`config.mk`:
```
export PLATFORM = sky130hd
export DESIGN_NAME = mem_bus_fabric_flat
export DESIGN_NICKNAME = d
export VERILOG_FILES = /design/src/rtl/mem_bus_pkg.sv /design/src/rtl/mem_bus_fabric_if.sv /design/src/rtl/bus_region_decode.sv /design/src/rtl/mem_bus_fabric.sv /design/src/flat_wrapper.sv
export SDC_FILE = /design/constraint.sdc
export NUM_CORES = 1
export LEC_CHECK = 0
export ABC_CLOCK_PERIOD_IN_PS = 3600
export CAP_MARGIN = 30
export CORE_MARGIN = 1
export CORE_UTILIZATION = 51
export DETAILED_ROUTE_END_ITERATION = 8
export PLACE_DENSITY = 0.85
export SLEW_MARGIN = 20
export SYNTH_ARGS = -nofsm -noshare
export SYNTH_HDL_FRONTEND = slang
export SYNTH_SLANG_ARGS = --single-unit
```
`constraint.sdc`:
```
create_clock -name clk -period 3.6 [get_ports clk]
set_input_delay 1.08 -clock clk [delete_from_list [all_inputs] [get_ports clk]]
set_output_delay 1.08 -clock clk [all_outputs]
set_load 0.02 [all_outputs]
```
`src/rtl/mem_bus_pkg.sv`:
```
// rtl/mem_bus_pkg.sv - shared types, field widths and unpack helpers for mem_bus_fabric
package mem_bus_pkg;

   localparam int MAX_REGIONS = 8;
   localparam int SIZE_W      = 5;
   localparam int WAIT_W      = 4;

   // status register bit positions
   localparam int ST_ERR       = 0;
   localparam int ST_ERR_WRITE = 1;
   localparam int ST_OVERRUN   = 2;

   typedef enum logic [1:0] {
      S_IDLE   = 2'd0,
      S_WAIT   = 2'd1,
      S_ACCESS = 2'd2,
      S_RESP   = 2'd3
   } state_t;

   function automatic logic [SIZE_W-1:0] unpack_size(
      input logic [MAX_REGIONS*SIZE_W-1:0] sizes,
      input int                            idx
   );
      return sizes[idx*SIZE_W +: SIZE_W];
   endfunction

   function automatic logic [WAIT_W-1:0] unpack_wait(
      input logic [MAX_REGIONS*WAIT_W-1:0] waits,
      input int                            idx
   );
      return waits[idx*WAIT_W +: WAIT_W];
   endfunction

endpackage

```
`src/rtl/mem_bus_fabric_if.sv`:
```
// rtl/mem_bus_fabric_if.sv - CPU data-port bus between the CPU and the fabric
interface mem_bus_fabric_if #(
   parameter int ADDR_W = 16,
   parameter int DATA_W = 8
);
   logic [ADDR_W-1:0] address;
   logic [DATA_W-1:0] din;
   logic              w_en;
   logic              r_en;
   logic [DATA_W-1:0] dout;
   logic              ready;

   modport master (output address, din, w_en, r_en, input dout, ready);
   modport slave  (input address, din, w_en, r_en, output dout, ready);
endinterface

```
`src/rtl/bus_region_decode.sv`:
```
// rtl/bus_region_decode.sv - combinational address decode: region hit, error-block hit, miss, wait count
module bus_region_decode
   import mem_bus_pkg::*;
#(
   parameter int                            ADDR_W           = 16,
   parameter int                            NUM_REGIONS      = 3,
   parameter logic [NUM_REGIONS*ADDR_W-1:0] REGION_BASE      = {16'h2000, 16'h1000, 16'h0000},
   parameter logic [NUM_REGIONS*SIZE_W-1:0] REGION_SIZE_LOG2 = {5'd12, 5'd8, 5'd11},
   parameter logic [NUM_REGIONS*WAIT_W-1:0] REGION_WAIT      = {4'd2, 4'd0, 4'd0},
   parameter logic [ADDR_W-1:0]             ERR_ADDR         = 16'h10FC
) (
   input  logic [ADDR_W-1:0]      address,
   output logic [NUM_REGIONS-1:0] region_hit,
   output logic                   err_hit,
   output logic                   miss,
   output logic [WAIT_W-1:0]      sel_wait,
   output logic [1:0]             err_offset
);

   localparam logic [MAX_REGIONS*SIZE_W-1:0] SIZES = (MAX_REGIONS*SIZE_W)'(REGION_SIZE_LOG2);
   localparam logic [MAX_REGIONS*WAIT_W-1:0] WAITS = (MAX_REGIONS*WAIT_W)'(REGION_WAIT);

   logic [ADDR_W-1:0] err_diff;
   logic              found;
   logic [SIZE_W-1:0] sz;
   logic [ADDR_W-1:0] base;

   // error block claims its three bytes ahead of every region; otherwise lowest matching index wins
   always_comb begin
      err_diff   = address - ERR_ADDR;
      err_hit    = (err_diff < ADDR_W'(3));
      err_offset = err_diff[1:0];
      region_hit = '0;
      sel_wait   = '0;
      found      = 1'b0;
      sz         = '0;
      base       = '0;
      for (int i = 0; i < NUM_REGIONS; i++) begin
         sz   = unpack_size(SIZES, i);
         base = REGION_BASE[i*ADDR_W +: ADDR_W];
         if (!found && ((address >> sz) == (base >> sz))) begin
            region_hit[i] = 1'b1;
            sel_wait      = unpack_wait(WAITS, i);
            found         = 1'b1;
         end
      end
      if (err_hit) begin
         region_hit = '0;
         sel_wait   = '0;
      end
      miss = !err_hit && !found;
   end

endmodule

```
`src/rtl/mem_bus_fabric.sv`:
```
// rtl/mem_bus_fabric.sv - region decoder with wait states, registered read path and bus-error capture
module mem_bus_fabric
   import mem_bus_pkg::*;
#(
   parameter int                            ADDR_W           = 16,
   parameter int                            DATA_W           = 8,
   parameter int                            NUM_REGIONS      = 3,
   parameter logic [NUM_REGIONS*ADDR_W-1:0] REGION_BASE      = {16'h2000, 16'h1000, 16'h0000},
   parameter logic [NUM_REGIONS*SIZE_W-1:0] REGION_SIZE_LOG2 = {5'd12, 5'd8, 5'd11},
   parameter logic [NUM_REGIONS*WAIT_W-1:0] REGION_WAIT      = {4'd2, 4'd0, 4'd0},
   parameter logic [ADDR_W-1:0]             ERR_ADDR         = 16'h10FC
) (
   input  logic                          clk,
   input  logic                          rst,
   mem_bus_fabric_if.slave               cpu,
   output logic [NUM_REGIONS-1:0]        region_w_en,
   output logic [NUM_REGIONS-1:0]        region_r_en,
   output logic [ADDR_W-1:0]             region_addr,
   output logic [DATA_W-1:0]             region_din,
   input  logic [NUM_REGIONS*DATA_W-1:0] region_dout,
   output logic                          bus_err_irq
);

   state_t                 state;
   logic [WAIT_W-1:0]      wait_cnt;
   logic [NUM_REGIONS-1:0] sel_hit;
   logic                   sel_wr;
   logic                   ready_q;
   logic [DATA_W-1:0]      dout_q;

   logic [NUM_REGIONS-1:0] region_hit;
   logic                   err_hit;
   logic                   miss;
   logic [WAIT_W-1:0]      sel_wait;
   logic [1:0]             err_offset;

   logic [2:0]             status;
   logic [2:0]             status_n;
   logic [ADDR_W-1:0]      fault_addr;
   logic [ADDR_W-1:0]      fault_n;
   logic [15:0]            fault16;
   logic                   req;
   logic                   both;
   logic                   new_err;
   logic                   local_acc;
   logic                   clr;
   logic [DATA_W-1:0]      local_rd;
   logic [DATA_W-1:0]      rd_sel;

   bus_region_decode #(
      .ADDR_W           (ADDR_W),
      .NUM_REGIONS      (NUM_REGIONS),
      .REGION_BASE      (REGION_BASE),
      .REGION_SIZE_LOG2 (REGION_SIZE_LOG2),
      .REGION_WAIT      (REGION_WAIT),
      .ERR_ADDR         (ERR_ADDR)
   ) u_decode (
      .address    (cpu.address),
      .region_hit (region_hit),
      .err_hit    (err_hit),
      .miss       (miss),
      .sel_wait   (sel_wait),
      .err_offset (err_offset)
   );

   assign cpu.ready   = ready_q;
   assign cpu.dout    = dout_q;
   assign bus_err_irq = status[ST_ERR];

   // request classification and next error-register state; a clear lands before a same-cycle capture
   always_comb begin
      req       = (state == S_IDLE) && (cpu.w_en || cpu.r_en);
      both      = cpu.w_en && cpu.r_en;
      new_err   = req && (miss || both);
      local_acc = req && err_hit && !both;
      clr       = local_acc && cpu.w_en && (err_offset == 2'd0) && cpu.din[0];
      status_n  = clr ? 3'b000 : status;
      fault_n   = fault_addr;
      if (new_err) begin
         if (!status_n[ST_ERR]) begin
            status_n[ST_ERR]       = 1'b1;
            status_n[ST_ERR_WRITE] = cpu.w_en && !cpu.r_en;
            fault_n                = cpu.address;
         end else begin
            status_n[ST_OVERRUN] = 1'b1;
         end
      end
   end

   // read data sources: local error-block registers and the selected target slice
   always_comb begin
      fault16 = 16'(fault_addr);
      case (err_offset)
         2'd0:    local_rd = DATA_W'(status);
         2'd1:    local_rd = DATA_W'(fault16[7:0]);
         2'd2:    local_rd = DATA_W'(fault16[15:8]);
         default: local_rd = '0;
      endcase
      rd_sel = '0;
      for (int i = 0; i < NUM_REGIONS; i++) begin
         if (sel_hit[i]) begin
            rd_sel = rd_sel | region_dout[i*DATA_W +: DATA_W];
         end
      end
   end

   // error status and fault address registers
   always_ff @(posedge clk) begin
      if (rst) begin
         status     <= '0;
         fault_addr <= '0;
      end else begin
         status     <= status_n;
         fault_addr <= fault_n;
      end
   end

   // transaction FSM with registered strobes, ready and read data
   always_ff @(posedge clk) begin
      if (rst) begin
         state       <= S_IDLE;
         wait_cnt    <= '0;
         sel_hit     <= '0;
         sel_wr      <= 1'b0;
         ready_q     <= 1'b0;
         dout_q      <= '0;
         region_w_en <= '0;
         region_r_en <= '0;
         region_addr <= '0;
         region_din  <= '0;
      end else begin
         region_w_en <= '0;
         region_r_en <= '0;
         ready_q     <= 1'b0;
         case (state)
            S_IDLE: begin
               if (req) begin
                  region_addr <= cpu.address;
                  region_din  <= cpu.din;
                  sel_wr      <= cpu.w_en;
                  sel_hit     <= region_hit;
                  if (new_err) begin
                     state   <= S_RESP;
                     ready_q <= 1'b1;
                     dout_q  <= '0;
                  end else if (local_acc) begin
                     state   <= S_RESP;
                     ready_q <= 1'b1;
                     dout_q  <= cpu.w_en ? '0 : local_rd;
                  end else if (sel_wait == '0) begin
                     state       <= S_ACCESS;
                     region_w_en <= region_hit & {NUM_REGIONS{cpu.w_en}};
                     region_r_en <= region_hit & {NUM_REGIONS{cpu.r_en}};
                  end else begin
                     state    <= S_WAIT;
                     wait_cnt <= sel_wait;
                  end
               end
            end
            S_WAIT: begin
               wait_cnt <= wait_cnt - WAIT_W'(1);
               if (wait_cnt == WAIT_W'(1)) begin
                  state       <= S_ACCESS;
                  region_w_en <= sel_hit & {NUM_REGIONS{sel_wr}};
                  region_r_en <= sel_hit & {NUM_REGIONS{!sel_wr}};
               end
            end
            S_ACCESS: begin
               state   <= S_RESP;
               ready_q <= 1'b1;
               dout_q  <= sel_wr ? '0 : rd_sel;
            end
            S_RESP: begin
               state <= S_IDLE;
            end
            default: begin
               state <= S_IDLE;
            end
         endcase
      end
   end

endmodule

```
`src/flat_wrapper.sv`:
```
// flat-port wrapper written by rule: the top's interface ports become plain ports
module mem_bus_fabric_flat import mem_bus_pkg::*;
#(
   parameter int                            ADDR_W           = 16,
   parameter int                            DATA_W           = 8,
   parameter int                            NUM_REGIONS      = 3,
   parameter logic [NUM_REGIONS*ADDR_W-1:0] REGION_BASE      = {16'h2000, 16'h1000, 16'h0000},
   parameter logic [NUM_REGIONS*SIZE_W-1:0] REGION_SIZE_LOG2 = {5'd12, 5'd8, 5'd11},
   parameter logic [NUM_REGIONS*WAIT_W-1:0] REGION_WAIT      = {4'd2, 4'd0, 4'd0},
   parameter logic [ADDR_W-1:0]             ERR_ADDR         = 16'h10FC
)
  (clk, rst, region_w_en, region_r_en, region_addr, region_din, region_dout, bus_err_irq, cpu_address, cpu_din, cpu_w_en, cpu_r_en, cpu_dout, cpu_ready);
  mem_bus_fabric_if #(.ADDR_W(ADDR_W), .DATA_W(DATA_W)) cpu_i ();
  input  logic clk;
  input  logic rst;
  output logic [NUM_REGIONS-1:0] region_w_en;
  output logic [NUM_REGIONS-1:0] region_r_en;
  output logic [ADDR_W-1:0] region_addr;
  output logic [DATA_W-1:0] region_din;
  input  logic [NUM_REGIONS*DATA_W-1:0] region_dout;
  output logic bus_err_irq;
  input wire logic [$bits(cpu_i.address)-1:0] cpu_address;
  input wire logic [$bits(cpu_i.din)-1:0] cpu_din;
  input wire logic [$bits(cpu_i.w_en)-1:0] cpu_w_en;
  input wire logic [$bits(cpu_i.r_en)-1:0] cpu_r_en;
  output wire logic [$bits(cpu_i.dout)-1:0] cpu_dout;
  output wire logic [$bits(cpu_i.ready)-1:0] cpu_ready;
  assign cpu_i.address = cpu_address;
  assign cpu_i.din = cpu_din;
  assign cpu_i.w_en = cpu_w_en;
  assign cpu_i.r_en = cpu_r_en;
  assign cpu_dout = cpu_i.dout;
  assign cpu_ready = cpu_i.ready;
  mem_bus_fabric #(.ADDR_W(ADDR_W), .DATA_W(DATA_W), .NUM_REGIONS(NUM_REGIONS), .REGION_BASE(REGION_BASE), .REGION_SIZE_LOG2(REGION_SIZE_LOG2), .REGION_WAIT(REGION_WAIT), .ERR_ADDR(ERR_ADDR)) u_core (.clk(clk), .rst(rst), .cpu(cpu_i), .region_w_en(region_w_en), .region_r_en(region_r_en), .region_addr(region_addr), .region_din(region_din), .region_dout(region_dout), .bus_err_irq(bus_err_irq));
endmodule
```
==> results.json, run 1 <==
{
  "per_instance_average_area_after_synthesis_um2": 8.62,
  "number_of_cts_inserted_buffers": 9,
  "critical_path.slowest_cell": "sky130_fd_sc_hd__clkdlybuf4s50_1",
  "drt_pass1_iterations": 6,
  "diodes": 0,
  "number_of_synthesized_flops_with_an_enable_pin": 0,
  "grt_first_pass_wirelength_mm": 13.3,
  "first_global_vias": 2806,
  "timing.max_cap.violations": 0,
  "synth_cells": 360,
  "clk_latency_ns": 0.35,
  "io_pins": 92,
  "final_period_minus_worst_setup_slack_ns": 2.95,
  "met2_usage_pct": 47.1,
  "place.detailed.hpwl_mm": 5.86,
  "power.ir.vdd_worst_v": 0.000395,
  "postLayoutCellArea_mm2": 0.00424,
  "grt_setup_unrepaired": "false",
  "grt.total_usage_pct": 27.2,
  "timing.critical_path.slowest_cell_delay_ns": 0.54,
  "total_leakage_power_nw": 1.61,
  "vias": 3009,
  "final.fill_count": 486,
  "final-hold-violation-count": 0,
  "placed_cell_area_mm2": 0.00404,
  "regArea_mm2": 0.00136,
  "num-nets-final": 501,
  "required_ns": 3.83,
  "worstMarginPinSlew_ns": 0.734,
  "cts_max_path_buffers": 2,
  "syn_nets": 417,
  "starting_density_of_the_core_pct": 52.7,
  "hold_path.class": "register to register",
  "cp-end-kind": "register",
  "cts_hold_buf": 0,
  "worst_setup_path_start_kind": "input port",
  "chipHeight_um": 80.0,
  "total_power_mw": 2.98,
  "finalCritPeriodShare_pct": 81.9,
  "core_area_mm2": 0.00589,
  "ys.flop_type": "sky130_fd_sc_hd__dfxtp_1",
  "timing_worst_setup_path_type": "input port to register",
  "die_x_um": 80.0,
  "multi_input_gate_area_mm2": 0.00158,
  "synthMuxAreaShare_pct": 6.45,
  "gr-max-usage-layer": "met2",
  "globalRouteMet1Util_pct": 32.8,
  "synth_compound_gate_area_share_pct": 22.2,
  "globalRoute.totalOverflow": 0,
  "mappedNetlistArea_mm2": 0.00310,
  "normalized_max_slew_margin_pct": 50.9,
  "final_routed_drc_violation_total": 0,
  "synth_cell_types": 51,
  "pwr_density_cell_mw_per_mm2": 704,
  "tritoncts_num_sinks": 68,
  "ys_seq_area_share_pct": 43.9,
  "ant_nets": 0,
  "grt_start_max_net_pins": 35,
  "area_of_the_die_mm2": 0.00640,
  "grtUsageMet3_pct": 5.83,
  "post_cts_resize_count": 0,
  "critical_path.cell_chain": "clkdlybuf4s50_1, nor4_2, a22oi_2, o211ai_2, buf_4, mux2i_1, nor2_1",
  "antenna_found_initial": 0,
  "critical_path.max_fanout": 18,
  "worst_skew_ns": 0.00525,
  "synth_top_family_by_area": "compound AO/OA/AOI/OAI gates",
  "finalWirelength_mm": 8.44,
  "ys_ff_latch": 68,
  "final_cell_count_no_fill": 524,
  "layout_commonest_cell": "sky130_fd_sc_hd__clkdlybuf4s50_1",
  "area.growth.synth_to_final_pct": 36.6,
  "tritoncts": "built",
  "wl_per_cell_um": 16.1,
  "root_buffer": "sky130_fd_sc_hd__clkbuf_8",
  "synthArstFlopShare_pct": 0,
  "fin_setup_tns_ns": 0,
  "synth_adder_area_share_pct": 2.02,
  "cts-htree-levels": 3,
  "vias_per_cell": 5.74,
  "clkSlewWorstSetupHoldPaths_ns": 0.08,
  "drive_above_1_share_pct": 8.02,
  "synth-simple-area-share_pct": 20.0,
  "cts_post_setup_buffers_inserted": 0,
  "number_of_synthesis_warnings": 0,
  "final_util_pct": 72.0,
  "outcome": "complete, no violations",
  "dp.cells": 508,
  "clock.fmax_mhz": 339,
  "xor_xnor_share_of_the_synthesized_area_pct": 0,
  "1st_iter_drt_viols": 209,
  "rows": 28,
  "globalplace.congestion": 0.839,
  "portBuffers": 91,
  "mostFrequentLayoutCells": "sky130_fd_sc_hd__clkdlybuf4s50_1 (90), sky130_fd_sc_hd__dfxtp_1 (68), sky130_fd_sc_hd__nand2_1 (62)",
  "finalSetupViolations": 0,
  "report.final.slew_viol_count": 0,
  "worstPathArrival_ns": 3.18
}
==> layout make-up <==
class,instances,area share (%)
inverters,8,0.708
multi-input cells,257,37.2
well taps,75,2.21
flip-flops and latches,68,32.1
clock inverters,6,1.51
clock buffers,10,3.25
repair buffers,100,23.0
==> kinds of logic (layout without fill, tap and decap cells) <==
logic type      Yosys count  in the layout
flops                    68             68
simple gates            135            135
mux                      20             20
compound gates           97             97
fa+ha+maj                 5              5
buf+inv                  35            124
==> cell usage after synthesis (5+ instances only) <==
| master | count | area share (%) |
|---|---|---|
| sky130_fd_sc_hd__a21oi_1 | 40 | 6.4 |
| sky130_fd_sc_hd__inv_1 | 8 | 0.97 |
| sky130_fd_sc_hd__buf_2 | 6 | 0.97 |
| sky130_fd_sc_hd__nand2_1 | 62 | 7.5 |
| sky130_fd_sc_hd__o32ai_1 | 8 | 2.3 |
| sky130_fd_sc_hd__a211oi_1 | 9 | 2.2 |
| sky130_fd_sc_hd__clkbuf_1 | 14 | 1.7 |
| sky130_fd_sc_hd__ha_1 | 5 | 2.0 |
| sky130_fd_sc_hd__dfxtp_1 | 68 | 44 |
| sky130_fd_sc_hd__a22oi_1 | 9 | 2.2 |
| sky130_fd_sc_hd__nand3_1 | 6 | 0.97 |
| sky130_fd_sc_hd__nor2_1 | 37 | 4.5 |
| sky130_fd_sc_hd__a222oi_1 | 8 | 2.6 |
| sky130_fd_sc_hd__mux2i_1 | 20 | 6.4 |
==> per-stage QoR <==
| step | hold WS, ns | worst slack (ns) |
|---|---|---|
| detailed placement | 0.446 | 0.384 |
| global route | 0.479 | 0.571 |
| CTS | 0.456 | 0.694 |
| global placement | 0.441 | 0.454 |
| finish | 0.454 | 0.652 |
| floorplan | 0.440 | 1.10 |
==> state kept, by name, summed over array words and instances (netlist names), 4 cells and up <==
signal	count
u_core.fault16	16
u_core.region_addr	16
u_core.cpu.dout	8
u_core.region_din	8
u_core.wait_cnt	4
==> routing by layer <==
metal  up-vias  part of all wire [%]
met3        13                   7.7
met1      1410                    42
li1       1459                     -
met5         -                     0
met4         0                   1.5
met2       127                    49
==> worst max-delay path, delay by kind of cell <==
family	cells	cell delay [ns]
compound gates	2	0.36
buf+inv	2	0.85
mux	1	0.28
simple gates	2	0.60
==> where the power goes <==
part,total [mW],internal [mW],switching (mW)
logic,1.31,0.558,0.750
registers,1.04,0.936,0.108
clock network,0.633,0.337,0.296
==> path summary, 6_finish.rpt <==
| path | startpoint | endpoint | slack, ns | cells after the start |
|---|---|---|---|---|
| max reg2reg | u_core.state[0]$_SDFFE_PP0P_ | u_core.fault16[10]$_SDFFE_PP0P_ | 1.36 | 9 |
| min reg2reg | u_core.region_din[7]$_SDFFE_PP0P_ | u_core.region_din[7]$_SDFFE_PP0P_ | 0.45 | 2 |
| max | cpu_address[15] | u_core.fault16[10]$_SDFFE_PP0P_ | 0.65 | 7 |
| min | u_core.region_din[7]$_SDFFE_PP0P_ | u_core.region_din[7]$_SDFFE_PP0P_ | 0.45 | 2 |
Power figures use the tool's default switching activity.
==> run 2: changes to the inputs <==
Settings changed: ABC_CLOCK_PERIOD_IN_PS 3600 to 3000, CORE_UTILIZATION 51 to 47, PLACE_DENSITY 0.85 to 0.8.
Clock period 3.6 ns to 3 ns, I/O delays scaled along.
==> run 2 against run 1 <==
Effect of this change: global-route usage is 3.5 points lower; largest power group unchanged; sequential share of layout area down 0.71 points; setup slack got worse by 0.26 ns; count of clock-buffer cells in the layout shrank 1.
==> results.json, run 2 (synthesis gave the netlist of run 1 again) <==
{
  "drt_pass1_iterations": 4,
  "mostFrequentLayoutCells": "sky130_fd_sc_hd__clkdlybuf4s50_1 (90), sky130_fd_sc_hd__dfxtp_1 (68), sky130_fd_sc_hd__nand2_1 (62)",
  "portBuffers": 91,
  "finalSetupViolations": 0,
  "layout_commonest_cell": "sky130_fd_sc_hd__clkdlybuf4s50_1",
  "finalCritPeriodShare_pct": 86.8,
  "cts-htree-levels": 3,
  "io_pins": 92,
  "critical_path.max_fanout": 11,
  "reg2reg_from": "u_core.state[0]$_SDFFE_PP0P_",
  "ant_nets": 0,
  "finalWirelength_mm": 8.20,
  "timing.max_cap.violations": 0,
  "rows": 29,
  "grt_start_max_net_pins": 36,
  "globalRoute.totalOverflow": 0,
  "clkSlewWorstSetupHoldPaths_ns": 0.07,
  "setup.worst_path.end": "u_core.fault16[2]$_SDFFE_PP0P_",
  "worstMarginPinSlew_ns": 0.482,
  "grt.total_usage_pct": 23.7,
  "timing.critical_path.slowest_cell_delay_ns": 0.49,
  "drive_above_1_share_pct": 11.4,
  "starting_density_of_the_core_pct": 48.9,
  "hold-worst-slack_ns": 0.455,
  "critical_path.startpoint": "cpu_address[12]",
  "chipHeight_um": 83.3,
  "hold_path.class": "register to register",
  "fin_setup_tns_ns": 0,
  "critical_path.slowest_cell": "sky130_fd_sc_hd__clkdlybuf4s50_1",
  "place.detailed.hpwl_mm": 5.95,
  "clk_latency_ns": 0.34,
  "antenna_found_initial": 0,
  "worst_skew_ns": 0.00834,
  "outcome": "complete, no violations",
  "wl_per_cell_um": 15.1,
  "root_buffer": "sky130_fd_sc_hd__clkbuf_8",
  "reg2regPathDepth": 7,
  "core_area_mm2": 0.00635,
  "first_global_vias": 2857,
  "vias": 3039,
  "normalized_max_slew_margin_pct": 67.4,
  "area_of_the_die_mm2": 0.00693,
  "required_ns": 3.22,
  "final_routed_drc_violation_total": 0,
  "min_from": "u_core.region_din[1]$_SDFFE_PP0P_",
  "cp-end-kind": "register",
  "die_x_um": 83.3,
  "num-nets-final": 518,
  "multi_input_gate_area_mm2": 0.00158,
  "globalplace.congestion": 0.836,
  "diodes": 0,
  "number_of_cts_inserted_buffers": 9,
  "worst_r2r_endpoint": "u_core.cpu.dout[2]$_SDFFE_PP0P_",
  "pwr_density_cell_mw_per_mm2": 808,
  "final.fill_count": 516,
  "area.growth.synth_to_final_pct": 39.7,
  "clock.fmax_mhz": 384,
  "post_cts_resize_count": 0,
  "timing_worst_setup_path_type": "input port to register",
  "ff2ff_setup_slack_ns": 0.98,
  "final_util_pct": 68.3,
  "worstPathArrival_ns": 2.82,
  "cpMostUsedCell": "sky130_fd_sc_hd__buf_4",
  "report.final.slew_viol_count": 0,
  "cts_post_setup_buffers_inserted": 0,
  "grt_first_pass_wirelength_mm": 13.3,
  "tritoncts": "built",
  "total_leakage_power_nw": 1.68,
  "worst_setup_path_start_kind": "input port",
  "grt_setup_unrepaired": "false",
  "1st_iter_drt_viols": 219,
  "regArea_mm2": 0.00136,
  "critical_path.cell_chain": "clkdlybuf4s50_1, buf_4, nor3_1, a22oi_2, o211ai_2, buf_4, mux2i_1, nor2_1",
  "final_period_minus_worst_setup_slack_ns": 2.61,
  "tritoncts_num_sinks": 68,
  "vias_per_cell": 5.60,
  "cts_hold_buf": 0,
  "power.ir.vdd_worst_v": 0.000451,
  "final-hold-violation-count": 0,
  "cts_max_path_buffers": 2
}
-- run 2: cell types whose count changed in the layout (fill, tap and decap cells not counted) --
cell and change:
sky130_fd_sc_hd__clkinv_2 +2, sky130_fd_sc_hd__bufinv_16 -1, sky130_fd_sc_hd__clkbuf_8 -1, sky130_fd_sc_hd__buf_4 +17
-- run 2: per-stage QoR --
stage | worst slack (ns) | instance area (um^2) | power [mW] | cells
2_1_floorplan | 0.681 | 3100 | 2.29 | 360
3_3_place_gp | 0.0903 | 4170 | 2.82 | 527
4_1_cts | 0.428 | 4340 | 3.51 | 543
5_1_grt | 0.169 | 4340 | 3.73 | 543
6_report | 0.395 | 4340 | 3.50 | 543
3_5_place_dp | 0.0836 | 4170 | 2.87 | 527
-- run 2: per-layer routing --
layer,vias to the layer above,share of wire (%),track usage (%)
li1,1492,-,-
met1,1408,46,30.3
met2,122,46,38.9
met3,17,6.6,5.27
met4,0,1.8,9.25
met5,-,0,0
-- run 2: power by group --
part | internal, mW | total (mW) | switching (mW) | leakage (nW)
Clock | 0.294 | 0.642 | 0.348 | 0.0848
Sequential | 1.12 | 1.26 | 0.132 | 0.557
Combinational | 0.706 | 1.61 | 0.900 | 1.04
Total | 2.12 | 3.50 | 1.38 | 1.68
-- run 2: final cells by class --
| class | count | share of cell area (%) |
|---|---|---|
| Sequential cell | 68 | 31.4 |
| Clock inverter | 7 | 1.01 |
| Inverter | 8 | 0.693 |
| Timing Repair Buffer | 117 | 25.4 |
| Multi-Input combinational cell | 257 | 36.4 |
| Clock buffer | 9 | 2.86 |
| Tap cell | 77 | 2.22 |
-- run 2: worst min-delay path by stage --
stage,end,slack (ns),depth (start not counted)
after detailed placement,u_core.region_addr[0]$_SDFFE_PP0P_,0.45,2
after global routing,u_core.region_addr[2]$_SDFFE_PP0P_,0.47,2
after CTS,u_core.region_addr[0]$_SDFFE_PP0P_,0.46,2
after global placement,u_core.region_addr[0]$_SDFFE_PP0P_,0.44,2
final,u_core.region_din[1]$_SDFFE_PP0P_,0.46,2
after floorplan,u_core.status[2]$_SDFF_PP0_,0.44,1
-- run 2: critical path: cells and delay by family --
| family | cells | cell delay [ns] |
|---|---|---|
| muxes | 1 | 0.24 |
| and+or+nand+nor | 2 | 0.44 |
| AOI/OAI and AO/OA | 2 | 0.32 |
| buffers and inverters | 3 | 0.92 |
==> run 3: changes to the inputs <==
Settings changed: ABC_CLOCK_PERIOD_IN_PS 3000 to 2400, SLEW_MARGIN 20 to unset.
Clock period 3 ns to 2.4 ns, I/O delays scaled along.
==> run 3 against run 2 <==
Effect of this change: core utilization grew 3.1 points; hold slack is essentially flat; routed wire length grew 3.8%; final area grew 4.6%; combinational power grew 31%; power grew 31%; clock power grew 42%; non-clock buffer count grew 18; sequential power grew 25%; clock skew shrank 0.0032 ns; register-to-register slack lost 0.73 ns; critical path depth shrank 1; critical path type unchanged.
==> results.json, run 3 (synthesis gave the netlist of run 1 again) <==
{
  "outcome": "complete, no violations",
  "total_leakage_power_nw": 1.81,
  "ff2ff_setup_slack_ns": 0.25,
  "antenna_found_initial": 0,
  "setup.worst_path.end": "u_core.region_w_en[0]$_SDFF_PP0_",
  "finalWirelength_mm": 8.51,
  "grt_setup_unrepaired": "false",
  "final_util_pct": 71.4,
  "drive_above_1_share_pct": 15.3,
  "placed_cell_area_mm2": 0.00432,
  "root_buffer": "sky130_fd_sc_hd__clkbuf_8",
  "vias_per_cell": 5.60,
  "worstMarginPinSlew_ns": 0.519,
  "normalized_max_slew_margin_pct": 64.9,
  "worst_setup_path_start_kind": "input port",
  "required_ns": 2.68,
  "grt_start_max_net_pins": 23,
  "report.final.slew_viol_count": 0,
  "number_of_cts_inserted_buffers": 9,
  "diodes": 0,
  "worst_skew_ns": 0.00514,
  "pwr_density_cell_mw_per_mm2": 1010,
  "area_of_the_die_mm2": 0.00693,
  "grt_first_pass_wirelength_mm": 13.8,
  "reg2reg_from": "u_core.state[0]$_SDFFE_PP0P_",
  "first_global_vias": 2917,
  "place.detailed.hpwl_mm": 6.12,
  "globalplace.congestion": 0.840,
  "critical-path-top-delay-family": "buffers and inverters",
  "tritoncts_num_sinks": 68,
  "timing_worst_setup_path_type": "input port to register",
  "total_power_mw": 4.60,
  "final.fill_count": 480,
  "drt_pass1_iterations": 5,
  "vias": 3139,
  "final_period_minus_worst_setup_slack_ns": 2.30,
  "final-hold-violation-count": 0,
  "cts_hold_buf": 0,
  "dp.cells": 545,
  "finalCritPeriodShare_pct": 95.9,
  "tritoncts": "built",
  "critical_path.max_fanout": 4,
  "globalRoute.totalOverflow": 0,
  "critical_path.cell_chain": "clkdlybuf4s50_1, buf_4, or4_1, a2111oi_1, buf_4, a22oi_1, nor2_1",
  "postLayoutCellArea_mm2": 0.00453,
  "timing.critical_path.slowest_cell_delay_ns": 0.46,
  "hold_path.class": "register to register",
  "starting_density_of_the_core_pct": 48.9,
  "cpMostUsedCell": "sky130_fd_sc_hd__buf_4",
  "worstPathArrival_ns": 2.58,
  "critical_path_buf_inv_count": 3,
  "portBuffers": 91,
  "finalSetupViolations": 0,
  "mostFrequentLayoutCells": "sky130_fd_sc_hd__clkdlybuf4s50_1 (87), sky130_fd_sc_hd__dfxtp_1 (68), sky130_fd_sc_hd__nand2_1 (62)",
  "final_routed_drc_violation_total": 0,
  "timing.max_cap.violations": 0,
  "layout_commonest_cell": "sky130_fd_sc_hd__clkdlybuf4s50_1",
  "io_pins": 92,
  "area.growth.synth_to_final_pct": 46.1,
  "clkSlewWorstSetupHoldPaths_ns": 0.07,
  "wl_per_cell_um": 15.2,
  "reg2regPathDepth": 8,
  "worst_r2r_endpoint": "u_core.cpu.dout[0]$_SDFFE_PP0P_",
  "final_cell_count_no_fill": 561,
  "cts-htree-levels": 3,
  "clk_latency_ns": 0.34,
  "core_area_mm2": 0.00635,
  "clock.fmax_mhz": 435,
  "power.ir.vdd_worst_v": 0.000638,
  "num-nets-final": 536,
  "grt.total_usage_pct": 24.7,
  "cts_post_setup_buffers_inserted": 0,
  "rows": 29,
  "crit_cells": 7,
  "cts_max_path_buffers": 2,
  "die_x_um": 83.3,
  "cp-end-kind": "register",
  "critical_path.slowest_cell": "sky130_fd_sc_hd__clkdlybuf4s50_1",
  "ant_nets": 0,
  "critical_path.startpoint": "cpu_address[14]",
  "chipHeight_um": 83.3,
  "1st_iter_drt_viols": 192,
  "hold-worst-slack_ns": 0.455
}
run 3: cell types whose count changed in the layout (fill, tap and decap cells not counted), sizes merged:
cell           delta
buf              +18
clkdlybuf4s50     -3
dlymetal6s2s      +3
clkinv            -2
bufinv            +1
clkinvlp          +1
run 3: worst min-delay path by stage:
stage	from	cells past startpoint	slack, ns	endpoint
5_1_grt	u_core.region_din[1]$_SDFFE_PP0P_	2	0.48	u_core.region_din[1]$_SDFFE_PP0P_
4_1_cts	u_core.region_din[3]$_SDFFE_PP0P_	2	0.46	u_core.region_din[3]$_SDFFE_PP0P_
3_5_place_dp	u_core.region_din[3]$_SDFFE_PP0P_	2	0.45	u_core.region_din[3]$_SDFFE_PP0P_
2_1_floorplan	u_core.status[2]$_SDFF_PP0_	1	0.44	u_core.status[2]$_SDFF_PP0_
6_report	u_core.region_din[1]$_SDFFE_PP0P_	2	0.46	u_core.region_din[1]$_SDFFE_PP0P_
3_3_place_gp	u_core.region_din[3]$_SDFFE_PP0P_	2	0.44	u_core.region_din[3]$_SDFFE_PP0P_
run 3: repair_timing:
item | in CTS | in global routing
pin swaps | 0 | 3
cloned | 0 | 0
endpoints found under the setup margin | 1 | 13
resized for setup | 1 | 7
run 3: power breakdown:
group	total (mW)	internal, mW	leakage (nW)	switching [mW]
logic	2.11	0.956	1.16	1.15
registers	1.57	1.40	0.557	0.166
clock network	0.914	0.473	0.0910	0.441
run 3: layer usage:
metal | vias up | track usage, % | wire length (um)
met5 | - | 0 | 0
li1 | 1534 | - | -
met3 | 17 | 5.07 | 540
met1 | 1465 | 31.3 | 3800
met2 | 123 | 40.6 | 4020
met4 | 0 | 11.1 | 152
run 3: area by class of cell:
type	count	area, um^2	area share (%)
clock buffer	9	124	2.73
clock inverter	7	67.6	1.49
inverter	8	30.0	0.662
multi-input combinational	257	1600	35.2
sequential	68	1360	30.0
tap	77	96.3	2.12
timing repair buffer	135	1260	27.8
run 3: worst reg2reg max path, cell delays in order, from the launching register on:
cell and delay (ns):
sky130_fd_sc_hd__dfxtp_1 0.33, sky130_fd_sc_hd__inv_1 0.08, sky130_fd_sc_hd__ha_1 0.41, sky130_fd_sc_hd__inv_1 0.17, sky130_fd_sc_hd__nor2_2 0.30, sky130_fd_sc_hd__buf_4 0.18, sky130_fd_sc_hd__nand3_1 0.06, sky130_fd_sc_hd__and2_1 0.27
sky130_fd_sc_hd__a211oi_1 0.27
run 3: stage by stage:
| step | TNS (ns) | setup slack, ns |
|---|---|---|
| finish | 0 | 0.0987 |
| global route | 0 | 0.00159 |
| CTS | 0 | 0.00251 |
| detailed placement | -9.86 | -0.375 |
| global placement | -8.30 | -0.334 |
| floorplan | 0 | 0.261 |
